File: config.mk
export PLATFORM = sky130hd
export DESIGN_NAME = chain_score_sched_flat
export DESIGN_NICKNAME = d
export VERILOG_FILES = /design/src/rtl/chain_score_sched_pkg.sv /design/src/rtl/chain_score_sched_if.sv /design/src/rtl/chain_tag_pipe.sv /design/src/rtl/chain_score_sched.sv /design/src/flat_wrapper.sv
export SDC_FILE = /design/constraint.sdc
export NUM_CORES = 2
export LEC_CHECK = 0
export ABC_CLOCK_PERIOD_IN_PS = 13190
export BUFFER_PORTS_ARGS = -buffer_cell sky130_fd_sc_hd__buf_2
export CORE_UTILIZATION = 50
export CTS_CLUSTER_DIAMETER = 150
export CTS_CLUSTER_SIZE = 12
export DETAILED_ROUTE_END_ITERATION = 6
export GPL_ROUTABILITY_DRIVEN = 0
export PLACE_DENSITY = 0.63
export SYNTH_ARGS = -nofsm -noshare
export SYNTH_HDL_FRONTEND = slang
export SYNTH_HIERARCHICAL = 1
export SYNTH_SLANG_ARGS = --single-unit
File: constraint.sdc
create_clock -name clk -period 13.19 [get_ports clk]
set_clock_uncertainty 0.2 [all_clocks]
set_input_delay 1.319 -clock clk [delete_from_list [all_inputs] [get_ports clk]]
set_output_delay 1.319 -clock clk [all_outputs]
set_load 0.02 [all_outputs]
File: src/rtl/chain_score_sched_pkg.sv
// rtl/chain_score_sched_pkg.sv - shared types and helpers for the chaining-score scheduler
package chain_score_sched_pkg;

    localparam int          SCORE_W  = 32;
    localparam logic [63:0] IDX_NONE = '1;

    typedef enum logic [1:0] {
        ST_IDLE  = 2'd0,
        ST_ISSUE = 2'd1,
        ST_DRAIN = 2'd2,
        ST_EMIT  = 2'd3
    } state_e;

    // A predecessor only counts if it lies strictly behind on both axes and within reach.
    function automatic logic pair_ok(input logic [SCORE_W-1:0] ri, input logic [SCORE_W-1:0] rj,
                                     input logic [SCORE_W-1:0] qi, input logic [SCORE_W-1:0] qj,
                                     input logic [SCORE_W-1:0] max_dist);
        return (ri > rj) && (qi > qj) && ((ri - rj) <= max_dist);
    endfunction

endpackage

File: src/rtl/chain_score_sched_if.sv
// rtl/chain_score_sched_if.sv - anchor, engine and result signals of the scheduler
interface chain_score_sched_if #(
    parameter int IDX_W = 16
);
    logic             in_valid;
    logic             in_ready;
    logic             in_first;
    logic [31:0]      in_r;
    logic [31:0]      in_q;
    logic [31:0]      in_w;
    logic [31:0]      cfg_w_avg;
    logic [31:0]      cfg_max_dist;
    logic [31:0]      sc_riX;
    logic [31:0]      sc_riY;
    logic [31:0]      sc_qiX;
    logic [31:0]      sc_qiY;
    logic [31:0]      sc_W;
    logic [31:0]      sc_W_avg;
    logic [31:0]      sc_result;
    logic             out_valid;
    logic             out_ready;
    logic [31:0]      out_f;
    logic [IDX_W-1:0] out_pred;
    logic [IDX_W-1:0] out_idx;

    modport slave (
        input  in_valid, in_first, in_r, in_q, in_w, cfg_w_avg, cfg_max_dist, sc_result, out_ready,
        output in_ready, sc_riX, sc_riY, sc_qiX, sc_qiY, sc_W, sc_W_avg, out_valid, out_f, out_pred, out_idx
    );

    modport master (
        output in_valid, in_first, in_r, in_q, in_w, cfg_w_avg, cfg_max_dist, sc_result, out_ready,
        input  in_ready, sc_riX, sc_riY, sc_qiX, sc_qiY, sc_W, sc_W_avg, out_valid, out_f, out_pred, out_idx
    );

endinterface

File: src/rtl/chain_tag_pipe.sv
// rtl/chain_tag_pipe.sv - fixed-latency delay line of {valid,live,slot} tags shadowing the score engine
module chain_tag_pipe #(
    parameter int DEPTH  = 9,
    parameter int SLOT_W = 4
) (
    input  logic              clk,
    input  logic              rst_n,
    input  logic              in_valid,
    input  logic              in_live,
    input  logic [SLOT_W-1:0] in_slot,
    output logic              out_valid,
    output logic              out_live,
    output logic [SLOT_W-1:0] out_slot,
    output logic              busy
);

    logic [DEPTH-1:0]             valid_q, valid_d;
    logic [DEPTH-1:0]             live_q, live_d;
    logic [DEPTH-1:0][SLOT_W-1:0] slot_q, slot_d;

    always_comb begin
        valid_d = {valid_q[DEPTH-2:0], in_valid};
        live_d  = {live_q[DEPTH-2:0], in_live};
        slot_d  = {slot_q[DEPTH-2:0], in_slot};
    end

    always_ff @(posedge clk or negedge rst_n) begin
        if (!rst_n) begin
            valid_q <= '0;
            live_q  <= '0;
            slot_q  <= '0;
        end else begin
            valid_q <= valid_d;
            live_q  <= live_d;
            slot_q  <= slot_d;
        end
    end

    assign out_valid = valid_q[DEPTH-1];
    assign out_live  = live_q[DEPTH-1];
    assign out_slot  = slot_q[DEPTH-1];
    assign busy      = |live_q;

endmodule

File: src/rtl/chain_score_sched.sv
// rtl/chain_score_sched.sv - issues predecessor pairs to the score engine and folds f(i)=max(w_i, f(j)+score)
module chain_score_sched
    import chain_score_sched_pkg::*;
#(
    parameter int N         = 16,
    parameter int SCORE_LAT = 9,
    parameter int IDX_W     = 16
) (
    input  logic               clk,
    input  logic               reset,
    chain_score_sched_if.slave bus
);

    localparam int               SLOT_W    = $clog2(N);
    localparam int               CNT_W     = SLOT_W + 1;
    localparam logic [IDX_W-1:0] PRED_NONE = IDX_NONE[IDX_W-1:0];

    state_e              state_q, state_d;
    logic [CNT_W-1:0]    cnt_q, cnt_d, npairs_q, npairs_d, iss_k_q, iss_k_d;
    logic [SLOT_W-1:0]   wp_q, wp_d;
    logic [IDX_W-1:0]    idx_q, idx_d, cur_idx_q, cur_idx_d, pred_q, pred_d;
    logic [SCORE_W-1:0]  cur_r_q, cur_r_d, cur_q_q, cur_q_d, cur_w_q, cur_w_d, best_q, best_d;
    logic                iss_live_q, iss_live_d, iss_valid_q, iss_valid_d;
    logic [SLOT_W-1:0]   iss_slot_q, iss_slot_d;
    logic [SCORE_W-1:0]  sc_rix_q, sc_rix_d, sc_riy_q, sc_riy_d, sc_qix_q, sc_qix_d;
    logic [SCORE_W-1:0]  sc_qiy_q, sc_qiy_d, sc_w_q, sc_w_d, sc_wavg_q, sc_wavg_d;
    logic                in_ready_q, in_ready_d, out_valid_q, out_valid_d;
    logic [SCORE_W-1:0]  out_f_q, out_f_d;
    logic [IDX_W-1:0]    out_pred_q, out_pred_d, out_idx_q, out_idx_d;
    logic [SCORE_W-1:0]  win_r_q [N], win_r_d [N];
    logic [SCORE_W-1:0]  win_q_q [N], win_q_d [N];
    logic [SCORE_W-1:0]  win_f_q [N], win_f_d [N];
    logic [IDX_W-1:0]    win_idx_q [N], win_idx_d [N];
    logic                tp_valid, tp_live, tp_busy;
    logic [SLOT_W-1:0]   tp_slot, rd_slot;
    logic [SCORE_W-1:0]  cand;

    chain_tag_pipe #(
        .DEPTH  (SCORE_LAT),
        .SLOT_W (SLOT_W)
    ) u_tag_pipe (
        .clk       (clk),
        .rst_n     (reset),
        .in_valid  (iss_valid_q),
        .in_live   (iss_live_q),
        .in_slot   (iss_slot_q),
        .out_valid (tp_valid),
        .out_live  (tp_live),
        .out_slot  (tp_slot),
        .busy      (tp_busy)
    );

    always_comb begin
        state_d     = state_q;
        cnt_d       = cnt_q;
        npairs_d    = npairs_q;
        iss_k_d     = iss_k_q;
        wp_d        = wp_q;
        idx_d       = idx_q;
        cur_idx_d   = cur_idx_q;
        cur_r_d     = cur_r_q;
        cur_q_d     = cur_q_q;
        cur_w_d     = cur_w_q;
        best_d      = best_q;
        pred_d      = pred_q;
        iss_live_d  = 1'b0;
        iss_valid_d = 1'b0;
        iss_slot_d  = iss_slot_q;
        sc_rix_d    = sc_rix_q;
        sc_riy_d    = sc_riy_q;
        sc_qix_d    = sc_qix_q;
        sc_qiy_d    = sc_qiy_q;
        sc_w_d      = sc_w_q;
        sc_wavg_d   = sc_wavg_q;
        out_f_d     = out_f_q;
        out_pred_d  = out_pred_q;
        out_idx_d   = out_idx_q;
        win_r_d     = win_r_q;
        win_q_d     = win_q_q;
        win_f_d     = win_f_q;
        win_idx_d   = win_idx_q;

        // Pairs walk from the newest window entry (wp-1) back toward the oldest.
        rd_slot = wp_q - SLOT_W'(1) - iss_k_q[SLOT_W-1:0];
        cand    = win_f_q[tp_slot] + bus.sc_result;

        // Strict compare: the first (nearest) predecessor wins ties.
        if (tp_live && tp_valid && ($signed(cand) > $signed(best_q))) begin
            best_d = cand;
            pred_d = win_idx_q[tp_slot];
        end

        unique case (state_q)
            ST_IDLE: begin
                if (bus.in_valid && in_ready_q) begin
                    cur_r_d   = bus.in_r;
                    cur_q_d   = bus.in_q;
                    cur_w_d   = bus.in_w;
                    cur_idx_d = bus.in_first ? '0 : idx_q;
                    cnt_d     = bus.in_first ? '0 : cnt_q;
                    npairs_d  = bus.in_first ? '0 : cnt_q;
                    iss_k_d   = '0;
                    best_d    = bus.in_w;
                    pred_d    = PRED_NONE;
                    state_d   = (npairs_d != '0) ? ST_ISSUE : ST_EMIT;
                end
            end
            ST_ISSUE: begin
                sc_rix_d    = cur_r_q;
                sc_riy_d    = win_r_q[rd_slot];
                sc_qix_d    = cur_q_q;
                sc_qiy_d    = win_q_q[rd_slot];
                sc_w_d      = cur_w_q;
                sc_wavg_d   = bus.cfg_w_avg;
                iss_live_d  = 1'b1;
                iss_valid_d = pair_ok(cur_r_q, win_r_q[rd_slot], cur_q_q, win_q_q[rd_slot],
                                      bus.cfg_max_dist);
                iss_slot_d  = rd_slot;
                iss_k_d     = iss_k_q + CNT_W'(1);
                if (iss_k_q == npairs_q - CNT_W'(1)) begin
                    state_d = ST_DRAIN;
                end
            end
            ST_DRAIN: begin
                if (!iss_live_q && !tp_busy) begin
                    state_d = ST_EMIT;
                end
            end
            ST_EMIT: begin
                if (bus.out_ready) begin
                    win_r_d[wp_q]   = cur_r_q;
                    win_q_d[wp_q]   = cur_q_q;
                    win_f_d[wp_q]   = best_q;
                    win_idx_d[wp_q] = cur_idx_q;
                    wp_d            = wp_q + SLOT_W'(1);
                    cnt_d           = (cnt_q == CNT_W'(N)) ? cnt_q : cnt_q + CNT_W'(1);
                    idx_d           = cur_idx_q + IDX_W'(1);
                    state_d         = ST_IDLE;
                end
            end
        endcase

        in_ready_d  = (state_d == ST_IDLE);
        out_valid_d = (state_d == ST_EMIT);
        if ((state_q != ST_EMIT) && (state_d == ST_EMIT)) begin
            out_f_d    = best_d;
            out_pred_d = pred_d;
            out_idx_d  = cur_idx_d;
        end
    end

    always_ff @(posedge clk or negedge reset) begin
        if (!reset) begin
            state_q     <= ST_IDLE;
            cnt_q       <= '0;
            npairs_q    <= '0;
            iss_k_q     <= '0;
            wp_q        <= '0;
            idx_q       <= '0;
            cur_idx_q   <= '0;
            cur_r_q     <= '0;
            cur_q_q     <= '0;
            cur_w_q     <= '0;
            best_q      <= '0;
            pred_q      <= '0;
            iss_live_q  <= 1'b0;
            iss_valid_q <= 1'b0;
            iss_slot_q  <= '0;
            sc_rix_q    <= '0;
            sc_riy_q    <= '0;
            sc_qix_q    <= '0;
            sc_qiy_q    <= '0;
            sc_w_q      <= '0;
            sc_wavg_q   <= '0;
            in_ready_q  <= 1'b0;
            out_valid_q <= 1'b0;
            out_f_q     <= '0;
            out_pred_q  <= '0;
            out_idx_q   <= '0;
            for (int k = 0; k < N; k++) begin
                win_r_q[k]   <= '0;
                win_q_q[k]   <= '0;
                win_f_q[k]   <= '0;
                win_idx_q[k] <= '0;
            end
        end else begin
            state_q     <= state_d;
            cnt_q       <= cnt_d;
            npairs_q    <= npairs_d;
            iss_k_q     <= iss_k_d;
            wp_q        <= wp_d;
            idx_q       <= idx_d;
            cur_idx_q   <= cur_idx_d;
            cur_r_q     <= cur_r_d;
            cur_q_q     <= cur_q_d;
            cur_w_q     <= cur_w_d;
            best_q      <= best_d;
            pred_q      <= pred_d;
            iss_live_q  <= iss_live_d;
            iss_valid_q <= iss_valid_d;
            iss_slot_q  <= iss_slot_d;
            sc_rix_q    <= sc_rix_d;
            sc_riy_q    <= sc_riy_d;
            sc_qix_q    <= sc_qix_d;
            sc_qiy_q    <= sc_qiy_d;
            sc_w_q      <= sc_w_d;
            sc_wavg_q   <= sc_wavg_d;
            in_ready_q  <= in_ready_d;
            out_valid_q <= out_valid_d;
            out_f_q     <= out_f_d;
            out_pred_q  <= out_pred_d;
            out_idx_q   <= out_idx_d;
            win_r_q     <= win_r_d;
            win_q_q     <= win_q_d;
            win_f_q     <= win_f_d;
            win_idx_q   <= win_idx_d;
        end
    end

    assign bus.in_ready  = in_ready_q;
    assign bus.sc_riX    = sc_rix_q;
    assign bus.sc_riY    = sc_riy_q;
    assign bus.sc_qiX    = sc_qix_q;
    assign bus.sc_qiY    = sc_qiy_q;
    assign bus.sc_W      = sc_w_q;
    assign bus.sc_W_avg  = sc_wavg_q;
    assign bus.out_valid = out_valid_q;
    assign bus.out_f     = out_f_q;
    assign bus.out_pred  = out_pred_q;
    assign bus.out_idx   = out_idx_q;

endmodule

File: src/flat_wrapper.sv
// flat-port wrapper written by rule: the top's interface ports become plain ports
module chain_score_sched_flat import chain_score_sched_pkg::*;
#(
    parameter int N         = 16,
    parameter int SCORE_LAT = 9,
    parameter int IDX_W     = 16
)
  (clk, reset, bus_in_valid, bus_in_first, bus_in_r, bus_in_q, bus_in_w, bus_cfg_w_avg, bus_cfg_max_dist, bus_sc_result, bus_out_ready, bus_in_ready, bus_sc_riX, bus_sc_riY, bus_sc_qiX, bus_sc_qiY, bus_sc_W, bus_sc_W_avg, bus_out_valid, bus_out_f, bus_out_pred, bus_out_idx);
  chain_score_sched_if #(.IDX_W(IDX_W)) bus_i ();
  input  logic clk;
  input  logic reset;
  input wire logic [$bits(bus_i.in_valid)-1:0] bus_in_valid;
  input wire logic [$bits(bus_i.in_first)-1:0] bus_in_first;
  input wire logic [$bits(bus_i.in_r)-1:0] bus_in_r;
  input wire logic [$bits(bus_i.in_q)-1:0] bus_in_q;
  input wire logic [$bits(bus_i.in_w)-1:0] bus_in_w;
  input wire logic [$bits(bus_i.cfg_w_avg)-1:0] bus_cfg_w_avg;
  input wire logic [$bits(bus_i.cfg_max_dist)-1:0] bus_cfg_max_dist;
  input wire logic [$bits(bus_i.sc_result)-1:0] bus_sc_result;
  input wire logic [$bits(bus_i.out_ready)-1:0] bus_out_ready;
  output wire logic [$bits(bus_i.in_ready)-1:0] bus_in_ready;
  output wire logic [$bits(bus_i.sc_riX)-1:0] bus_sc_riX;
  output wire logic [$bits(bus_i.sc_riY)-1:0] bus_sc_riY;
  output wire logic [$bits(bus_i.sc_qiX)-1:0] bus_sc_qiX;
  output wire logic [$bits(bus_i.sc_qiY)-1:0] bus_sc_qiY;
  output wire logic [$bits(bus_i.sc_W)-1:0] bus_sc_W;
  output wire logic [$bits(bus_i.sc_W_avg)-1:0] bus_sc_W_avg;
  output wire logic [$bits(bus_i.out_valid)-1:0] bus_out_valid;
  output wire logic [$bits(bus_i.out_f)-1:0] bus_out_f;
  output wire logic [$bits(bus_i.out_pred)-1:0] bus_out_pred;
  output wire logic [$bits(bus_i.out_idx)-1:0] bus_out_idx;
  assign bus_i.in_valid = bus_in_valid;
  assign bus_i.in_first = bus_in_first;
  assign bus_i.in_r = bus_in_r;
  assign bus_i.in_q = bus_in_q;
  assign bus_i.in_w = bus_in_w;
  assign bus_i.cfg_w_avg = bus_cfg_w_avg;
  assign bus_i.cfg_max_dist = bus_cfg_max_dist;
  assign bus_i.sc_result = bus_sc_result;
  assign bus_i.out_ready = bus_out_ready;
  assign bus_in_ready = bus_i.in_ready;
  assign bus_sc_riX = bus_i.sc_riX;
  assign bus_sc_riY = bus_i.sc_riY;
  assign bus_sc_qiX = bus_i.sc_qiX;
  assign bus_sc_qiY = bus_i.sc_qiY;
  assign bus_sc_W = bus_i.sc_W;
  assign bus_sc_W_avg = bus_i.sc_W_avg;
  assign bus_out_valid = bus_i.out_valid;
  assign bus_out_f = bus_i.out_f;
  assign bus_out_pred = bus_i.out_pred;
  assign bus_out_idx = bus_i.out_idx;
  chain_score_sched #(.N(N), .SCORE_LAT(SCORE_LAT), .IDX_W(IDX_W)) u_core (.clk(clk), .reset(reset), .bus(bus_i));
endmodule
* Word-level counts from Yosys, hierarchy flattened
Cells that the tools add are included.
** Cells by class
- $add $sub $neg :: 9
- Multiply operators :: 0
- Divide/modulo/power cells :: 0
- $lt $le $gt $ge :: 8
- Equality and inequality tests :: 10
- Shifts and indexed selects :: 0
- Mux-type cells :: 44
- Bitwise gates (word level) :: 3
- Reductions and logical operators :: 20
** Operators by type and width (number)
- 512-bit bitwise mux :: 3
- 32-bit binary-select mux with 4-bit select :: 3
- 32-bit 2-to-1 mux :: 10
- 256-bit bitwise mux :: 1
- 16-bit 2-to-1 mux :: 9
- 32-bit demux with 4-bit select :: 1
- 32-bit > comparator :: 3
- 16-bit binary-select mux with 4-bit select :: 1
- 16-bit demux with 4-bit select :: 1
- 32-bit adder :: 1
- 32-bit less-or-equal comparator :: 1
- 32-bit subtractor :: 1
- 5-bit 2-to-1 mux :: 5
- 5-bit case mux with 2 select lines :: 2
- 16-bit by 1-bit adder with 16-bit output, second input constant :: 1
- 5-bit >= comparator, second input constant :: 3
- 4-bit inverter with 5-bit output :: 3
- 5-bit by 1-bit adder with 5-bit output, second input constant :: 2
- 2-bit 2-to-1 mux :: 5
- 9-bit OR reduction :: 1
- 1-bit logical AND :: 8
- 2-bit case mux with 4 select lines :: 1
- 2-bit equality test, second input constant :: 3
- 2-bit != test, second input constant :: 3
- other kinds (16) :: 22
** Storage, ports and cells
- Register bits after elaboration :: 2307
- Latch bits :: 0
- Bits in writable memories :: 0
- ROM bits :: 0
- Output and inout port bits :: 258
- Memories :: 0

* Longest topological paths before layout
- Depth in word-level cells :: 10
- Gate-level depth with buffers :: 30

* Hierarchy
Netlist, hierarchy kept.
** Modules (own cells, without submodules)
- chain_score_sched :: instances 1, cells each 8066, area an instance 103516.8 um^2
- chain_tag_pipe :: instances 1, cells each 58, area an instance 1371.3 um^2

* Worst setup path after synthesis
No wires, ideal clock.
- Kind :: reg-to-reg
- Start :: register u_core.u_tag_pipe.slot_q (netlist bit u_core/u_tag_pipe/out_slot[0])
- End :: register u_core.out_pred_q[12], in the netlist u_core/bus.out_pred[12]
- Arrival :: 6.728 ns
- Setup slack :: 6.141 ns
- Stages on the path, launching flop included :: 26
- Path buffers :: 6
- Cells stage by stage :: dfrtp_1 -> buf_2 -> buf_2 -> buf_1 -> mux4_2 -> mux4_2 -> ha_1 -> buf_2 -> a21oi_1 -> nand2_1 -> a211oi_1 -> a21boi_1 -> nor4_1 -> or4_1 -> and2_1 -> ha_1 -> nand4_1 -> nor3_1 -> a221oi_2 -> o221ai_2 -> nor4b_2 -> or2_1 -> buf_6 -> buf_6 -> mux2_1 -> o22a_1
** On the way
- Cells in the longest elaborated chain, start to end :: 10
- Elaborated cells on any way between the ends :: 13
** RTL lines
- start: declaration :: RTL line chain_tag_pipe.sv:19 : logic [DEPTH-1:0][SLOT_W-1:0] slot_q, slot_d;
- start signal: assignment :: RTL line chain_tag_pipe.sv:35 : slot_q <= slot_d;
- 4-bit inverter with 5-bit output (implied by the code) * :: RTL line chain_score_sched.sv:85, chain_score_sched.sv:90
- 32-bit binary-select mux with 4-bit select :: RTL line chain_score_sched.sv:85 : cand = win_f_q[tp_slot] + bus.sc_result;
- 32-bit 2-to-1 mux (implied by the code) (2 in a row) :: RTL line chain_score_sched.sv:85
- 32-bit adder :: RTL line chain_score_sched.sv:85
- 32-bit > comparator :: RTL line chain_score_sched.sv:88 : if (tp_live && tp_valid && ($signed(cand) > $signed(best_q))) begin
- 1-bit logical AND :: RTL line chain_score_sched.sv:88
- 16-bit 2-to-1 mux * :: RTL line chain_score_sched.sv:88
- 16-bit 2-to-1 mux :: RTL line chain_score_sched.sv:95 : if (bus.in_valid && in_ready_q) begin
- 16-bit 2-to-1 mux * :: RTL line chain_score_sched.sv:93 : unique case (state_q)
- end signal: assignment :: RTL line chain_score_sched.sv:211 : out_pred_q <= out_pred_d;
- end: declaration :: RTL line chain_score_sched.sv:29 : logic [IDX_W-1:0] out_pred_q, out_pred_d, out_idx_q, out_idx_d;
Every way passes the cells marked *; elsewhere a longest branch is shown, timed or not. The select of a mux whose other input is x is not followed.
A chain may end at the register's enable or synchronous reset.

* Worst setup path in the final report
- Start :: register u_core.u_tag_pipe.slot_q (netlist bit u_core/u_tag_pipe/out_slot[0])
- End :: register u_core.pred_q[3]
** On the way
- Cells in the longest elaborated chain, start to end :: 10
- Elaborated cells on any way between the ends :: 13
** RTL lines
- 4-bit inverter with 5-bit output (implied by the code) * :: RTL line chain_score_sched.sv:85, chain_score_sched.sv:90
- 32-bit binary-select mux with 4-bit select :: RTL line chain_score_sched.sv:85
- 32-bit 2-to-1 mux (implied by the code) (2 in a row) :: RTL line chain_score_sched.sv:85
- 32-bit adder :: RTL line chain_score_sched.sv:85
- 32-bit > comparator :: RTL line chain_score_sched.sv:88
- 1-bit logical AND :: RTL line chain_score_sched.sv:88
- 16-bit 2-to-1 mux * :: RTL line chain_score_sched.sv:88
- 16-bit 2-to-1 mux :: RTL line chain_score_sched.sv:95
- 16-bit 2-to-1 mux * :: RTL line chain_score_sched.sv:93
- via u_core.pred_d[3] :: RTL line chain_score_sched.sv:21 : logic [IDX_W-1:0] idx_q, idx_d, cur_idx_q, cur_idx_d, pred_q, pred_d;
- end signal: assignment :: RTL line chain_score_sched.sv:198 : pred_q <= pred_d;
- end: declaration :: RTL line chain_score_sched.sv:21
The timed path passes the listed nets; every way through them passes the cells marked *. The select of a mux whose other input is x is not followed.

==> results_dict.tcl <==
set metrics [dict create \
    fill_cells 17050 \
    finalCritPeriodShare_pct 70.77 \
    dr.first_iter.drc_count 5454 \
    final_antenna_net_count 0 \
    ys.flop_type "dfrtp_1" \
    irDropWorstVdd_v 0.0004411 \
    worstHoldPathType "flop to flop" \
    tritoncts "yes" \
    hold_violations 0 \
    yosys_warnings 6 \
    critPathTopFamily "compound AO/OA/AOI/OAI gates" \
    num_rows 167 \
    final_cell_mix "2303 x dfrtp_1, 1521 x mux2_2, 1493 x nand2_1" \
    maxSlewHeadroom_pct 16.27 \
    postSynthCellCount 8124 \
    core-area_sq_um 207700 \
    fin_crit_ps 9335 \
    ctsResizeCount 0 \
    dr.pass1.iters 7 \
    whs_endpoint "u_core/u_tag_pipe/valid_q[6]" \
    holdPathStages 0 \
    crit_path_max_incr_delay_ps 860 \
    clock_latency_ps 870 \
    clkTransAtPathRegs_ps 60 \
    outcome "complete, no violations" \
    r2r_end "u_core/pred_q[3]" \
    cp_max_fo 48 \
    drive_gt1_share_pct 34.30 \
    r2r_slack_ps 3850 \
    max_freq_mhz 107.1 \
    postCtsSetupBuffers 0 \
    path_buf_inv 3 \
    htree_levels 4 \
    leakage_nw 55.40 \
    synth_edf_count 0 \
    crit_chain "buf_4, mux4_2, mux4_2, ha_1, inv_1, fa_1, nor2b_1, o2111ai_1, a31oi_1, a21boi_1, nor4_1, or4_1, and2_1, ha_1, nand4_1, nor4_2, nand2_1, o221ai_2, o211a_1, or2_2, buf_4, mux2_2, nand2b_1" \
    worstSetupEndpointType "flop" \
    ys_seq_area_share_pct 55.04 \
    avgRoutedWirePerCell_um 25.75 \
    syn_to_final_growth_pct 9.582 \
    overflow 0 \
    wirelength_mm 285.7 \
    worst_slew_pin_slew_ps 1253 \
    report.final.setup_viol 0 \
    layout.nets 8659 \
    drc 0 \
    ys_seq_elements 2307 \
    critical_path.reg2reg.startpoint "u_core/u_tag_pipe/out_slot[0]" \
    netlist_area_sq_um 104900 \
    initial_core_util_pct 50.50 \
    cts_buffer_depth 3 \
    ff2ff_path_depth 23 \
    cp_slowest_cell "o211a_1" \
    async_reset_ff_share_pct 100.0 \
    min_from "u_core/u_tag_pipe/valid_q[5]" \
    slew_viol_final 0 \
    io_pins 455 \
    synthDistinctLibCells 75 \
    grtUsageTotal_pct 27.23 \
    setup.worst_path.class "flop to flop" \
    avgSynthCellArea_sq_um 12.91 \
    vias 66840 \
    grt_max_degree 193 \
    hpwl_mm 166.8 \
    die_h_um 460.0 \
    grt_pass1_vias 68570 \
    dieArea_sq_um 211600 \
    synth_nets 8495 \
    seq_area_sq_um 57750 \
    multi_input_area_sq_um 44450 \
    worstPathRequired_ps 13680 \
    setup_tns_ps 0 \
    cts_root_buffer "clkbuf_16" \
    port-buffer-count 454 \
    routed_via_density 6.024 \
    cts_hold_buf 0 \
    crit_arrival_ps 9830 \
    cp-start-kind "flop" \
    cts_sinks 2307 \
    grt_pass1_wl_mm 436.9 \
    numCtsBuffers 210 \
    power_per_cell_area_nw_per_um2 284.8 \
    final_common_cell "dfrtp_1" \
    fin_util_pct 55.34 \
    grt_antenna_before_repair 10 \
    fp.dieW_um 460.0 \
    rsz0062_at_grt "no" \
    max-cap-violations 0 \
]
area by class of cell:
| class | instances | area share, % |
|---|---|---|
| clock inverters | 10 | 0.1274 |
| inverters | 109 | 0.3603 |
| well taps | 2788 | 3.035 |
| multi-input cells | 5092 | 38.67 |
| clock buffers | 217 | 4.669 |
| flip-flops and latches | 2307 | 50.24 |
| repair buffers | 568 | 2.887 |
| diodes | 5 | 0.01089 |
report_power, final:
group	internal [mW]	leakage, nW	switching [mW]
combinational	6.64	21.8	9.41
sequential	9.39	30.9	1.87
clock	2.85	2.71	2.58
total	18.9	55.4	13.9
state kept, by name (all words and copies together) (netlist names), 32 cells and up:
name,count
u_core/bus.sc_W,32
u_core/bus.out_f,32
u_core/cur_r_q,32
u_core/win_q_q,512
u_core/win_f_q,512
u_core/cur_w_q,32
u_core/bus.sc_riY,32
u_core/bus.sc_qiX,32
u_core/bus.sc_riX,32
u_core/bus.sc_W_avg,32
u_core/win_r_q,512
u_core/u_tag_pipe/slot_d,32
u_core/win_idx_q,256
u_core/bus.sc_qiY,32
u_core/best_q,32
u_core/cur_q_q,32
through the flow:
stage               area, sq um  total power [mW]  cells  hold slack, ps  setup WS [ps]
floorplan                104900             21.97   8124           131.2           6141
global placement         109400             26.88  10860           131.7           4115
detailed placement       109400             27.29  10860           134.7           4081
CTS                      114900             32.82  11090           147.7           4060
global route             114900             34.82  11100           151.7           3444
finish                   114900             32.74  11100           144.2           3855
synthesized netlist by cell type (6+ instances only):
cell type	count	area share, %
xor2_1	30	0.25
a31oi_1	30	0.18
nand3_1	101	0.48
clkbuf_1	448	1.6
mux2_2	1521	16
o221ai_1	23	0.19
and3_1	13	0.078
dfrtp_1	2307	55
inv_1	82	0.29
nand4_1	33	0.20
nand3b_1	21	0.15
o21bai_1	12	0.086
o21ai_1	32	0.15
o22a_1	16	0.13
nor2_1	89	0.32
mux4_2	479	10
or3_1	8	0.048
nor2b_1	31	0.18
buf_1	64	0.23
a21oi_1	132	0.63
mux2_4	8	0.11
xnor2_1	49	0.41
a21o_1	45	0.32
o21a_1	17	0.12
o21ai_0	466	2.2
a211o_1	6	0.050
nor3_1	56	0.27
nand2b_1	23	0.14
nor3b_1	6	0.043
clkinv_1	26	0.093
ha_1	171	2.0
o211ai_1	15	0.11
buf_2	98	0.47
nand2_1	1503	5.4
mux2i_1	21	0.20
and2_1	19	0.11
o31ai_1	11	0.079
nor4_1	7	0.042
a211oi_1	30	0.21
kinds of logic after synthesis:
| group | synth area share, % |
|---|---|
| muxes | 26.96 |
| AOI/OAI and AO/OA | 4.927 |
| buffers and inverters | 2.744 |
| xor gates and xnor gates | 0.6597 |
| adders and majority gates | 2.097 |
| and+or+nand+nor | 7.571 |
| DFF | 55.04 |
per-layer routing:
layer  track usage [%]  share of wire (%)
met3             3.803                4.9
met1             38.46                 44
met4             6.962                2.4
met2             44.42                 48
met5                 0              0.088
worst max-delay path by stage:
stage | slack [ps] | depth (start not counted) | endpoint | start
2_1_floorplan | 6140 | 25 | u_core/bus.out_pred[12] | u_core/u_tag_pipe/out_slot[0]
3_3_place_gp | 4120 | 23 | u_core/pred_q[15] | u_core/u_tag_pipe/out_slot[0]
3_5_place_dp | 4080 | 23 | u_core/pred_q[3] | u_core/u_tag_pipe/out_slot[0]
4_1_cts | 4060 | 23 | u_core/pred_q[3] | u_core/u_tag_pipe/out_slot[0]
5_1_grt | 3440 | 23 | u_core/pred_q[0] | u_core/u_tag_pipe/out_slot[0]
6_report | 3850 | 23 | u_core/pred_q[3] | u_core/u_tag_pipe/out_slot[0]
Note: power is estimated with default switching activity, not from simulation.
